File: src/rtl/beverage_pkg.sv
// Recipe table, ingredient/state encodings and recipe lookup helper for the beverage sequencer.
// Latency: n/a (constants and a combinational helper only).
// Backpressure: n/a.
package beverage_pkg;

    localparam int ING_COUNT     = 5;
    localparam int MAX_BASE_DOSE = 4;

    typedef enum logic [2:0] {
        ING_AGUA      = 3'd0,
        ING_CAFE      = 3'd1,
        ING_LECHE     = 3'd2,
        ING_CHOCOLATE = 3'd3,
        ING_AZUCAR    = 3'd4
    } ing_e;

    typedef enum logic [2:0] {
        ST_IDLE,
        ST_LOAD,
        ST_DISPENSE,
        ST_GAP,
        ST_DONE,
        ST_ABORT
    } state_e;

    // Mask bit order follows ing_e; all-zero entries mark invalid drink codes.
    localparam logic [ING_COUNT-1:0] RECIPE_MASK [0:7] = '{
        5'b00000,   // 0 invalid
        5'b00011,   // 1 agua+cafe
        5'b00111,   // 2 agua+cafe+leche
        5'b01101,   // 3 agua+leche+chocolate
        5'b10011,   // 4 agua+cafe+azucar
        5'b10111,   // 5 agua+cafe+leche+azucar
        5'b00000,   // 6 invalid
        5'b00000    // 7 invalid
    };

    // Unscaled dose per ingredient, in clock cycles.
    localparam int unsigned BASE_DOSE [0:ING_COUNT-1] = '{4, 3, 2, 3, 1};

    function automatic logic recipe_valid(input logic [2:0] code);
        return RECIPE_MASK[code] != '0;
    endfunction

endpackage

File: src/rtl/beverage_sequencer_if.sv
// Front-panel / valve-driver signal bundle for the beverage sequencer.
// Latency: n/a (wiring only). Optional sugar_lvl field under BEVERAGE_SUGAR_LEVEL_EN.
// Backpressure: none; start is a level-sampled request, status outputs are pulses/levels.
interface beverage_sequencer_if #(
    parameter int NUM_ING = 5,
    parameter int SEL_W   = 3
);
    logic [SEL_W-1:0]   sel;
    logic               start;
    logic               cancel;
`ifdef BEVERAGE_SUGAR_LEVEL_EN
    logic [1:0]         sugar_lvl;
`endif
    logic [NUM_ING-1:0] valve;
    logic               busy;
    logic               finish;
    logic               aborted;
    logic               err;

`ifdef BEVERAGE_SUGAR_LEVEL_EN
    modport master (output sel, start, cancel, sugar_lvl,
                    input  valve, busy, finish, aborted, err);
    modport slave  (input  sel, start, cancel, sugar_lvl,
                    output valve, busy, finish, aborted, err);
`else
    modport master (output sel, start, cancel,
                    input  valve, busy, finish, aborted, err);
    modport slave  (input  sel, start, cancel,
                    output valve, busy, finish, aborted, err);
`endif
endinterface

File: src/rtl/lowest_bit_picker.sv
// Priority encoder: one-hot and index of the lowest set bit of the working mask.
// Latency: combinational.
// Backpressure: n/a.
module lowest_bit_picker #(
    parameter int N     = 5,
    parameter int IDX_W = $clog2(N)
) (
    input  logic [N-1:0]     mask_i,
    output logic [N-1:0]     onehot_o,
    output logic [IDX_W-1:0] idx_o
);
    // Scan from the top so the lowest set bit is the last one written.
    always_comb begin
        onehot_o = '0;
        idx_o    = '0;
        for (int i = N - 1; i >= 0; i--) begin
            if (mask_i[i]) begin
                onehot_o    = '0;
                onehot_o[i] = 1'b1;
                idx_o       = IDX_W'(i);
            end
        end
    end
endmodule

File: src/rtl/beverage_sequencer.sv
// Drink sequencer: latches a recipe on start, doses one valve at a time with gaps, pulses finish/aborted/err.
// Latency: LOAD one cycle after accepted start, doses back-to-back or GAP_CYCLES apart, DONE one cycle.
// Backpressure: none; start/sel ignored while busy, cancel aborts. Optional sugar_lvl via BEVERAGE_SUGAR_LEVEL_EN.
module beverage_sequencer
    import beverage_pkg::*;
#(
    parameter int NUM_ING    = 5,
    parameter int SEL_W      = 3,
    parameter int DOSE_SCALE = 1,
    parameter int GAP_CYCLES = 1,
    parameter int TIME_W     = 8
) (
    input  logic                 clk,
    input  logic                 rst,
    beverage_sequencer_if.slave  bus
);
    localparam int IDX_W = $clog2(NUM_ING);
    localparam logic [TIME_W-1:0] GAP_LOAD = TIME_W'((GAP_CYCLES > 0) ? GAP_CYCLES - 1 : 0);
    localparam logic [TIME_W-1:0] ONE      = TIME_W'(1);

    if (3 * MAX_BASE_DOSE * DOSE_SCALE >= 2 ** TIME_W) begin : g_time_w_check
        $error("TIME_W too narrow for scaled doses");
    end
    if (NUM_ING != ING_COUNT) begin : g_num_ing_check
        $error("NUM_ING must match the recipe table width");
    end
    if (SEL_W < 3) begin : g_sel_w_check
        $error("SEL_W must cover drink codes 0..7");
    end

    state_e             state_q, state_d;
    logic [NUM_ING-1:0] mask_q, mask_d;
    logic [NUM_ING-1:0] cur_q, cur_d;
    logic [TIME_W-1:0]  cnt_q, cnt_d;
    logic               err_q, err_d;
`ifdef BEVERAGE_SUGAR_LEVEL_EN
    logic [1:0]         sugar_q, sugar_d;
`endif

    logic [NUM_ING-1:0] pick_oh;
    logic [IDX_W-1:0]   pick_idx;
    logic [TIME_W-1:0]  pick_dose;
    logic [NUM_ING-1:0] start_mask;
    logic               sel_valid;

    lowest_bit_picker #(.N(NUM_ING), .IDX_W(IDX_W)) u_picker (
        .mask_i   (mask_q),
        .onehot_o (pick_oh),
        .idx_o    (pick_idx)
    );

    assign sel_valid = (32'(bus.sel) < 32'd8) && recipe_valid(bus.sel[2:0]);

    // Dose length of the ingredient about to be dispensed, and the mask captured at start.
    always_comb begin
        pick_dose  = TIME_W'(BASE_DOSE[pick_idx] * DOSE_SCALE);
        start_mask = RECIPE_MASK[bus.sel[2:0]];
`ifdef BEVERAGE_SUGAR_LEVEL_EN
        if (pick_idx == IDX_W'(ING_AZUCAR)) begin
            pick_dose = TIME_W'(32'(sugar_q) * DOSE_SCALE);
        end
        if (bus.sugar_lvl == 2'd0) begin
            start_mask[int'(ING_AZUCAR)] = 1'b0;
        end
`endif
    end

    // Next-state logic; cancel takes priority over every normal transition while brewing.
    always_comb begin
        state_d = state_q;
        mask_d  = mask_q;
        cur_d   = cur_q;
        cnt_d   = cnt_q;
        err_d   = 1'b0;
`ifdef BEVERAGE_SUGAR_LEVEL_EN
        sugar_d = sugar_q;
`endif
        case (state_q)
            ST_IDLE: begin
                if (bus.start) begin
                    if (sel_valid) begin
                        state_d = ST_LOAD;
                        mask_d  = start_mask;
`ifdef BEVERAGE_SUGAR_LEVEL_EN
                        sugar_d = bus.sugar_lvl;
`endif
                    end else begin
                        err_d = 1'b1;
                    end
                end
            end
            ST_LOAD: begin
                if (bus.cancel) begin
                    state_d = ST_ABORT;
                end else begin
                    state_d = ST_DISPENSE;
                    cur_d   = pick_oh;
                    mask_d  = mask_q & ~pick_oh;
                    cnt_d   = pick_dose - ONE;
                end
            end
            ST_DISPENSE: begin
                if (bus.cancel) begin
                    state_d = ST_ABORT;
                end else if (cnt_q != '0) begin
                    cnt_d = cnt_q - ONE;
                end else if (mask_q == '0) begin
                    state_d = ST_DONE;
                end else if (GAP_CYCLES > 0) begin
                    state_d = ST_GAP;
                    cnt_d   = GAP_LOAD;
                end else begin
                    cur_d  = pick_oh;
                    mask_d = mask_q & ~pick_oh;
                    cnt_d  = pick_dose - ONE;
                end
            end
            ST_GAP: begin
                if (bus.cancel) begin
                    state_d = ST_ABORT;
                end else if (cnt_q != '0) begin
                    cnt_d = cnt_q - ONE;
                end else begin
                    state_d = ST_DISPENSE;
                    cur_d   = pick_oh;
                    mask_d  = mask_q & ~pick_oh;
                    cnt_d   = pick_dose - ONE;
                end
            end
            ST_DONE:  state_d = ST_IDLE;
            ST_ABORT: state_d = ST_IDLE;
            default:  state_d = ST_IDLE;
        endcase
    end

    // State and datapath registers; reset clears everything so valves drop without a clock.
    always_ff @(posedge clk or negedge rst) begin
        if (!rst) begin
            state_q <= ST_IDLE;
            mask_q  <= '0;
            cur_q   <= '0;
            cnt_q   <= '0;
            err_q   <= 1'b0;
`ifdef BEVERAGE_SUGAR_LEVEL_EN
            sugar_q <= 2'd0;
`endif
        end else begin
            state_q <= state_d;
            mask_q  <= mask_d;
            cur_q   <= cur_d;
            cnt_q   <= cnt_d;
            err_q   <= err_d;
`ifdef BEVERAGE_SUGAR_LEVEL_EN
            sugar_q <= sugar_d;
`endif
        end
    end

    // Outputs decode from registered state only, so they are glitch-free and one-hot by construction.
    assign bus.valve   = (state_q == ST_DISPENSE) ? cur_q : '0;
    assign bus.busy    = (state_q == ST_LOAD) || (state_q == ST_DISPENSE) ||
                         (state_q == ST_GAP)  || (state_q == ST_DONE);
    assign bus.finish  = (state_q == ST_DONE);
    assign bus.aborted = (state_q == ST_ABORT);
    assign bus.err     = err_q;

endmodule

File: src/flat_wrapper.sv
// flat-port wrapper written by rule: the top's interface ports become plain ports
module beverage_sequencer_flat import beverage_pkg::*;
#(
    parameter int NUM_ING    = 5,
    parameter int SEL_W      = 3,
    parameter int DOSE_SCALE = 1,
    parameter int GAP_CYCLES = 1,
    parameter int TIME_W     = 8
)
  (clk, rst, bus_sel, bus_start, bus_cancel, bus_valve, bus_busy, bus_finish, bus_aborted, bus_err);
  beverage_sequencer_if #(.NUM_ING(NUM_ING), .SEL_W(SEL_W)) bus_i ();
  input  logic clk;
  input  logic rst;
  input wire logic [$bits(bus_i.sel)-1:0] bus_sel;
  input wire logic [$bits(bus_i.start)-1:0] bus_start;
  input wire logic [$bits(bus_i.cancel)-1:0] bus_cancel;
  output wire logic [$bits(bus_i.valve)-1:0] bus_valve;
  output wire logic [$bits(bus_i.busy)-1:0] bus_busy;
  output wire logic [$bits(bus_i.finish)-1:0] bus_finish;
  output wire logic [$bits(bus_i.aborted)-1:0] bus_aborted;
  output wire logic [$bits(bus_i.err)-1:0] bus_err;
  assign bus_i.sel = bus_sel;
  assign bus_i.start = bus_start;
  assign bus_i.cancel = bus_cancel;
  assign bus_valve = bus_i.valve;
  assign bus_busy = bus_i.busy;
  assign bus_finish = bus_i.finish;
  assign bus_aborted = bus_i.aborted;
  assign bus_err = bus_i.err;
  beverage_sequencer #(.NUM_ING(NUM_ING), .SEL_W(SEL_W), .DOSE_SCALE(DOSE_SCALE), .GAP_CYCLES(GAP_CYCLES), .TIME_W(TIME_W)) u_core (.clk(clk), .rst(rst), .bus(bus_i));
endmodule
File: config.mk
export PLATFORM = sky130hd
export DESIGN_NAME = beverage_sequencer_flat
export DESIGN_NICKNAME = d
export VERILOG_FILES = /design/src/rtl/beverage_pkg.sv /design/src/rtl/beverage_sequencer_if.sv /design/src/rtl/lowest_bit_picker.sv /design/src/rtl/beverage_sequencer.sv /design/src/flat_wrapper.sv
export SDC_FILE = /design/constraint.sdc
export NUM_CORES = 1
export LEC_CHECK = 0
export CORE_UTILIZATION = 61
export DETAILED_ROUTE_END_ITERATION = 12
export PLACE_DENSITY = 0.85
export SLEW_MARGIN = 20
export SYNTH_ARGS = -nofsm -noshare
export SYNTH_HDL_FRONTEND = slang
export SYNTH_SLANG_ARGS = --single-unit
export TNS_END_PERCENT = 50
File: constraint.sdc
create_clock -name clk -period 6.1 [get_ports clk]
set_clock_uncertainty 0.15 [all_clocks]
set_input_delay 0.915 -clock clk [delete_from_list [all_inputs] [get_ports clk]]
set_output_delay 0.915 -clock clk [all_outputs]
set_load 0.05 [all_outputs]
======== Yosys cells after proc, flatten, opt, wreduce, memory -nomap -nowiden ========
Memories as Yosys holds them, arrays and structs flattened.
Index checks and enable logic that the tools add are counted.
word-level totals
  bits in read-only memories .............. 296
  output and inout port bits .............. 9
  memories ................................ 2
  bits in registers ....................... 22
  RAM bits ................................ 0
  input bits .............................. 7
  latch bits .............................. 0
operators by class
  reductions and logical operators ........ 14
  div/mod/pow operators ................... 0
  $add $sub $neg .......................... 2
  mux-type cells .......................... 44
  shifts and indexed selects .............. 0
  multiply operators ...................... 0
  bitwise gates (word level) .............. 4
  equality and inequality tests ........... 14
  order comparisons ....................... 2
memory list
  memory            words  bits a word  read ports  clocked after memory_dff  wr ports  RTL line                  RTL
  (name not given)  8      32           1           0                         0         beverage_sequencer.sv:56  pick_dose = TIME_W'(BASE_DOSE[pick_idx] * DOSE_SCALE);
  (name not given)  8      5            1           0                         0         beverage_sequencer.sv:57  start_mask = RECIPE_MASK[bus.sel[2:0]];
operators by type and width
  operator                                          number
  two-way mux 5 bit                                 16
  two-way mux 8 bit                                 8
  two-way mux 3 bit                                 13
  case mux 8 bit (3 select lines)                   1
  subtractor 8 x 1 -> 8 bit, second input constant  2
  case mux 5 bit (3 select lines)                   1
  case mux 3 bit (4 select lines)                   1
  inequality test 2 bit, second input constant      5
  case mux 5 bit (2 select lines)                   1
  >= comparator 4 bit, second input constant        2
  inverter 3 -> 4 bit                               2
  AND reduction 4 bit                               2
  nonzero test 8 bit                                1
  == test 3 x 2 -> 1 bit, second input constant     2
  == test 3 bit, second input constant              2
  inequality test 3 bit, second input constant      2
  AND reduction 6 bit                               1
  nonzero test 3 bit                                2
  AND 5 bit                                         1
  logical NOT 5 bit                                 1
  inverter 5 bit                                    1
  AND reduction 5 bit                               1
  nonzero test 5 bit                                1
  == test 3 x 1 -> 1 bit, second input constant     1
  6 further kinds                                   10

======== Longest topological paths before layout ========
Gate-level depths: netlist (run 1).
  depth after elaboration ................. 13
  mapped depth ............................ 8

======== Modules after synthesis ========
A second synthesis (run 1) with hierarchy kept.
second synthesis, totals
  cell total of the unflattened synthesis .. 169
  area, all modules ....................... 1,551.5 um^2
by module, submodules not included
  module              instances  area each (um^2)  cells an instance
  beverage_sequencer  1          1,480.2           157
  lowest_bit_picker   1          71.3              12

======== Worst setup path after synthesis (run 1) ========
Ideal clock, no wire load.
  path type ............................... flip-flop to output port
  start ................................... register u_core.state_q[0]
  end ..................................... output port bus_aborted
  arrival time ............................ 1.974 ns
  stages on the path, launching flop included .. 4
  required time ........................... 5.035 ns
  setup slack ............................. 3.061 ns
  buffers on the path ..................... 1
  path through ............................ dfrtp_1 -> clkbuf_1 -> inv_1 -> nor3b_1
between the ends
  longest elaborated chain between the ends .. 1
RTL lines
  element                 RTL line                   RTL
  from (decl)             beverage_sequencer.sv:31   state_e state_q, state_d;
  from (signal assigned)  beverage_sequencer.sv:148  state_q <= state_d;
  == test 3 bit           beverage_sequencer.sv:164  assign bus.aborted = (state_q == ST_ABORT);
  to (decl)               flat_wrapper.sv:20         output wire logic [$bits(bus_i.aborted)-1:0] bus_aborted;
Every way passes these cells.

======== Final worst setup path (run 1) ========
  start ................................... register u_core.state_q[0]
  end ..................................... output port bus_busy
between the ends
  longest elaborated chain between the ends .. 4
  elaborated cells on any way between the ends .. 7
RTL lines
  element                                                                  RTL line                   RTL
  == test 3 x 1 -> 1 bit / == test 3 x 2 -> 1 bit (equally long branches)  beverage_sequencer.sv:161  assign bus.busy = (state_q == ST_LOAD) || (state_q == ST_DISPENSE) ||
  logical OR 1 bit (2 in series)                                           beverage_sequencer.sv:161
  logical OR 1 bit (*)                                                     beverage_sequencer.sv:162  (state_q == ST_GAP) || (state_q == ST_DONE);
  to (decl)                                                                flat_wrapper.sv:18         output wire logic [$bits(bus_i.busy)-1:0] bus_busy;
Mark *: on every way between the ends. The rest lies on a longest branch, timed or not.

==> summary.md, run 1 <==
| Metric | Value |
|---|---|
| Die Ht | 53 um |
| Residual DRC count | 0 |
| Max Fclk | 0.2980 GHz |
| GR Layer Usage met3 | 4.598% |
| Cell variety after synth | 54 |
| Most common cell in the synthesized netlist | dfrtp_1 |
| Static leakage | 0.7414 nW |
| Clock transition at the registers of the reported paths | 0.13 ns |
| Xor and xnor fraction of the mapped netlist area | 0.5521% |
| Total wire length | 3.604 mm |
| Antenna violations before repair | 0 |
| Gpl congestion | 0.9002 |
| CP Max Fanout | 15 |
| Met2 GRT Util | 46.41% |
| Cell family with most CP delay | buffers and inverters |
| Port bufs | 15 |
| Vias in the first global route | 1291 |
| H-Tree Depth | 1 |
| Area grow syn2layout | 10.49% |
| GRT Total Usage | 29.15% |
| Post-Synth Adder-Cell Area | 5.521% |
| Final Hold Viols | 0 |
| Synth Area in Simple Gates | 23.82% |
| P_sw | 0.4294 mW |
| EDFF count, synth | 0 |
| Period utilisation layout | 55.00% |
| ANT cells | 0 |
| Combinational Power Share | 55.4% |
| Largest family of logic cells by synthesized area | simple AND/OR/NAND/NOR gates |
| Power Total | 0.8854 mW |
| RSZ-0062 raised after global routing | false |
| Clock share of power | 9.6% |
| Die width | 53 um |
| Element type at the critical path end | output port |
| Net Sw Frac | 48.49% |
| Int Power | 0.4560 mW |
| Num rows | 18 |
| Share of cells above drive strength 1 | 13.29% |
| Initial DRC Count | 69 |
| IO Count | 16 |
| Max-cap check violation count | 0 |
| Syn Inst Count | 162 |
| Post-synthesis net count | 176 |
| Pin count of the biggest net entering global routing | 23 |
| Hold Path Stages | 1 |
| FILL cells | 191 |
| Root Driver | clkbuf_4 |
| GR Util met1 | 38.76% |
| Final setup fails | 0 |
| Resize count post-CTS | 0 |
| DR vias/cell | 6.680 |
| Arr. time, crit path | 2.29 ns |
| Num CTS Buffers | 3 |
| Ys Warns | 0 |
| DP Wirelength | 2.675 mm |
| Initial Utilization | 64.04% |
| Post-CTS Setup Bufs | 0 |
| CP peak stage delay | 0.81 ns |
| Top-area cell type share of the netlist area | 34.70% |
| Worst path depth | 3 |
| Seq pwr share | 35.0% |
| Area leader, netlist | dfrtp_1 |
| HP Class | reg2reg |
| Synth Area in Compound Gates | 20.74% |
| First-pass GRT wire length | 5.892 mm |
| Mux contribution to synthesized area | 7.334% |
| Layout Nets | 188 |
| CP bufs+invs | 1 |
| Slew Limit Fails | 0 |
| Status | finished clean |
| DRT Pass-1 Iters | 4 |
| Final min period | 3.355 ns |
| Clk Latency, worst-skew pair | 0.32 ns |
| CP required | 5.03 ns |
| Post-route ant nets | 0 |
| Synthesis-stage register bit count | 22 |
| Syn avg cell area | 9.793 um2 |
| Average wire per standard cell | 17.75 um |
| Prevailing post-synth register cell | dfrtp_1 |
| Sequential element share of the synthesized area | 34.70% |
| Setup slack after layout | 2.745 ns |
| Worst setup path class | reg2out |
| Die ar. | 0.002809 mm2 |
| CP max-delay cell | clkdlybuf4s50_1 |
| Slew @ Worst Pin | 0.5041 ns |
| Placement Setup Slack | 2.840 ns |
| CP Launch Type | register |
| Commonest cells post-synth | dfrtp_1, inv_1, nor2_1, o211ai_1, nor3_1 |
| Core area | 0.002477 mm2 |
| Peak VDD IR | 0.0003591 V |
| Busiest grt layer | met2 |
| CP Cell Sequence | nor2_1, xnor2_1, clkdlybuf4s50_1 |
| PD cells | 505.1 mW/mm2 |
| CTS tree | yes |
| Setup TNS | 0 ns |
| Max Buffers Root-to-Sink | 2 |
| Share of synthesized registers carrying an async set or reset | 100.0% |
| FF-to-FF path depth | 6 |
| Via count | 1356 |
| Hold Buf Count CTS | 0 |
| Synthesized area | 0.001587 mm2 |
| Max-slew headroom at the worst pin | 65.95% |
| Total gr overflow | 0 |
| Sink Count | 22 |
| Main area contributors after synthesis | dfrtp_1, ha_1, mux2_4 |
## stage by stage
step                util [%]  std cells  instance area (um2)  hold WS (ns)
floorplan                  -        162                 1587        0.3235
global placement       69.49        199                 1722        0.3375
detailed placement     69.49        199                 1722        0.3523
CTS                    70.96        203                 1758        0.3805
global route           70.76        203                 1753        0.3916
finish                 70.76        203                 1753        0.3813
## worst reg2reg max path, cell delays in order, from the launching register on
cell and delay (ns):
dfrtp_1 0.45, inv_1 0.10, ha_1 0.21, or4b_4 0.49, o21ai_2 0.43, o32ai_1 0.17, a22o_1 0.27
## cell type report
class	instances	area, um2	share of cell area, %
Inverter	17	63.81	3.640
Clock buffer	4	36.28	2.070
Timing Repair Buffer	15	145.1	8.280
Multi-Input combinational cell	115	919.6	52.46
Sequential cell	22	550.5	31.41
Tap cell	30	37.54	2.141
## kinds of logic after synthesis
family | count (synthesis)
muxes | 9
AOI/OAI and AO/OA | 43
xor gates and xnor gates | 1
buffers and inverters | 25
and+or+nand+nor | 55
DFF | 22
adders and majority gates | 7
## power groups by stage
stage | Sequential [mW] | Clock (mW) | Combinational, mW
2_1_floorplan | 0.262 | 0 | 0.422
3_3_place_gp | 0.301 | 0 | 0.473
3_5_place_dp | 0.308 | 0 | 0.485
4_1_cts | 0.306 | 0.0842 | 0.487
5_1_grt | 0.323 | 0.0927 | 0.534
6_report | 0.309 | 0.0853 | 0.491
## placed cells by master, fill, tap and decap left out, types with 4 or more instances in the layout
cell type,count
mux2_4,5
o211ai_1,9
dfrtp_1,22
clkdlybuf4s50_1,14
nand2_1,4
nor3_1,8
nor2_1,9
ha_1,7
nand3_1,4
inv_1,17
## worst paths after layout
path	startpoint	to	slack, ns
min	u_core.cur_q[1]	u_core.cur_q[1]	0.38
max reg2reg	u_core.cnt_q[0]	u_core.cnt_q[4]	3.74
max in group asynchronous	rst	u_core.mask_q[1]	5.06
max	u_core.state_q[0]	bus_busy	2.74
min reg2reg	u_core.cur_q[1]	u_core.cur_q[1]	0.38
min in group asynchronous	rst	u_core.cnt_q[5]	0.39
## layer usage
| layer | share of wire, % | wire, um | vias to the layer above |
|---|---|---|---|
| met5 | 0 | 0 | - |
| met4 | 1.7 | 61 | 0 |
| met3 | 6.2 | 225 | 10 |
| met2 | 48 | 1712 | 69 |
| met1 | 45 | 1604 | 642 |
| li1 | - | - | 635 |
## registers in the layout, summed over array words and instances (netlist names)
name	cells
u_core.cur_q	5
u_core.bus.err	1
u_core.state_q	3
u_core.mask_q	5
u_core.cnt_q	8
Power figures use the tool's default switching activity.
==> run 2, diff against run 1 <==
Settings changed: CORE_UTILIZATION 61 to 51, PLACE_DENSITY 0.85 to 0.76.
Clock period 6.1 ns to 2.7 ns, I/O delays scaled along.
==> run 2 against run 1 <==
The run now ends with DRC left; total power rose by 130%; via count grew 3.9%; utilization down 7.9 points; global-route usage fell by 5.0 points; largest power group unchanged.
==> summary.md, run 2 (synthesis gave the netlist of run 1 again) <==
| Metric | Value |
|---|---|
| Clock transition at the registers of the reported paths | 0.13 ns (about the same) |
| Final min period | 2.475 ns |
| Max Fclk | 0.4041 GHz |
| Clock share of power | 9.1% (-0.5 points) |
| Most common cell after layout, fill and taps aside | dfrtp_1 |
| First-pass GRT wire length | 6.237 mm (+5.9%) |
| Non-Filler Instances | 211 (+3.9%) |
| Max-slew headroom at the worst pin | 65.89% (about the same) |
| IO Count | 16 (unchanged) |
| Cell family with most CP delay | buffers and inverters |
| Core Util, Final | 62.89% (-7.9 points) |
| PD cells | 1132 mW/mm2 (+120%) |
| Worst setup path class | reg2out |
| Num rows | 19 (+1) |
| Via count | 1409 (+3.9%) |
| Final setup fails | 0 (unchanged) |
| Final Hold Viols | 0 (unchanged) |
| Resize count post-CTS | 0 (unchanged) |
| Vias in the first global route | 1323 (+2.5%) |
| Die width | 57.78 um (+9.0%) |
| Gpl congestion | 0.8986 (-0.18%) |
| Post-CTS Setup Bufs | 0 (unchanged) |
| Share of cells above drive strength 1 | 20.00% (+6.7 points) |
| CP peak stage delay | 0.84 ns (+0.03 ns) |
| Static leakage | 0.7890 nW (+6.4%) |
| Placed cell count | 207 (+4.0%) |
| Failing checks | DRC |
| Largest register FFs | 8 (unchanged) |
| CP Max Fanout | 10 (-5) |
| Residual DRC count | 1 (+1) |
| P_sw | 0.9728 mW (+130%) |
| Most frequent cells in the layout | dfrtp_1, inv_1, buf_4 |
| Element type at the critical path end | output port |
| Initial Utilization | 55.61% (-8.4 points) |
| Power Total | 2.030 mW (+130%) |
| DRT Pass-1 Iters | 8 (+4) |
| Biggest register | u_core.cnt_q |
| CTS tree | yes |
| Layout Nets | 195 (+3.7%) |
| Seq pwr share | 31.8% (-3.2 points) |
| Max Buffers Root-to-Sink | 2 (unchanged) |
| Min Hold Slack | 0.2836 ns (-0.09771 ns) |
| Slew Limit Fails | 0 (unchanged) |
| CP required | 2.14 ns (-2.89 ns) |
| CP Cell Sequence | nor3b_1, clkdlybuf4s50_1 |
| Int Power | 1.058 mW (+130%) |
| Total gr overflow | 0 (unchanged) |
| Peak VDD IR | 0.0007252 V (+100%) |
| Post-route ant nets | 0 (unchanged) |
| Area grow syn2layout | 13.09% |
| Setup TNS | 0 ns (unchanged) |
| Combinational Power Share | 59.0% (+3.6 points) |
| FILL cells | 236 (+24%) |
| CP max-delay cell | clkdlybuf4s50_1 |
| Core area | 0.002853 mm2 (+15%) |
| Port bufs | 15 (unchanged) |
| Net Sw Frac | 47.91% (-0.58 points) |
| Hold Buf Count CTS | 0 (unchanged) |
| Antenna violations before repair | 0 (unchanged) |
| H-Tree Depth | 1 (unchanged) |
| Sink Count | 22 (unchanged) |
| Largest regs | u_core.cnt_q: 8 flops, u_core.cur_q: 5 flops, u_core.mask_q: 5 flops |
| Num CTS Buffers | 3 (unchanged) |
| Root Driver | clkbuf_4 |
| Pin count of the biggest net entering global routing | 23 (unchanged) |
| CP Launch Type | register |
| DR vias/cell | 6.678 (about the same) |
| Total wire length | 3.619 mm (+0.42%) |
| Average wire per standard cell | 17.15 um (-3.4%) |
| Arr. time, crit path | 1.92 ns (-0.37 ns) |
| GRT Total Usage | 24.16% (-5.0 points) |
| Period utilisation layout | 91.66% |
| CP bufs+invs | 1 (unchanged) |
| RSZ-0062 raised after global routing | false |
| ANT cells | 0 (unchanged) |
| Initial DRC Count | 62 (-10%) |
| Die Ht | 57.78 um (+9.0%) |
| Clk Latency, worst-skew pair | 0.30 ns (-0.02 ns) |
| Status | complete, but fails checks |
| DP Wirelength | 2.790 mm (+4.3%) |
| Slew @ Worst Pin | 0.5098 ns (+0.005703 ns) |
| HP Class | in2async |
| Die ar. | 0.003338 mm2 (+19%) |
| Max-cap check violation count | 0 (unchanged) |
## run 2: cell count changes in the layout (fill, tap and decap cells not counted)
cell,delta
buf_2,-1
clkdlybuf4s50_1,-6
buf_4,+14
## run 2: area by class of cell
type	instances	area, um2	share of cell area [%]
clock buffer	4	36.28	2.022
tap	31	38.79	2.162
inverter	17	63.81	3.556
timing repair buffer	22	185.2	10.32
multi-input combinational	115	919.6	51.26
sequential	22	550.5	30.68
## run 2: metal layers
metal	GRT usage [%]	up-vias	wire length [um]
li1	-	647	-
met1	34.00	697	1645
met2	38.37	56	1711
met3	3.348	9	192
met4	8.503	0	69
met5	0	-	0
## run 2: worst reg2reg max path: stages, from the launching register on
cell and delay (ns):
dfrtp_1 0.44, inv_1 0.10, ha_1 0.23, or4b_4 0.49, o21ai_2 0.43, o22ai_1 0.15
mux2_4 0.28
## run 2: metrics by stage
step	setup WS, ns	cell area (um2)
floorplan	0.1712	1587
global placement	0.1168	1758
detailed placement	0.02226	1758
CTS	0.2171	1794
global route	0.1274	1794
finish	0.2251	1794
## run 2: final timing paths
path                                        start                 to  slack, ns  depth (start not counted)
worst max-delay path            u_core.state_q[1]        bus_aborted       0.23                          2
worst min-delay path                          rst    u_core.cur_q[4]       0.28                          2
worst max register to register    u_core.cnt_q[0]    u_core.cnt_q[0]       0.33                          6
worst min register to register    u_core.cur_q[3]    u_core.cur_q[3]       0.38                          2
max in group asynchronous                     rst  u_core.state_q[1]       1.88                          2
min in group clk                  u_core.cur_q[3]    u_core.cur_q[3]       0.38                          2
## run 2: power by group through the flow
stage / Combinational [mW] / Sequential, mW / Clock [mW]
finish: 1.20 / 0.647 / 0.185
global route: 1.31 / 0.675 / 0.202
global placement: 1.15 / 0.640 / 0
CTS: 1.19 / 0.644 / 0.188
detailed placement: 1.18 / 0.652 / 0
floorplan: 0.954 / 0.592 / 0
==> run 3, diff against run 2 <==
Settings changed: CAP_MARGIN from default to 20.
==> results of run 3 <==
Same layout as run 2: the final DEF is identical, and so are final timing and power.
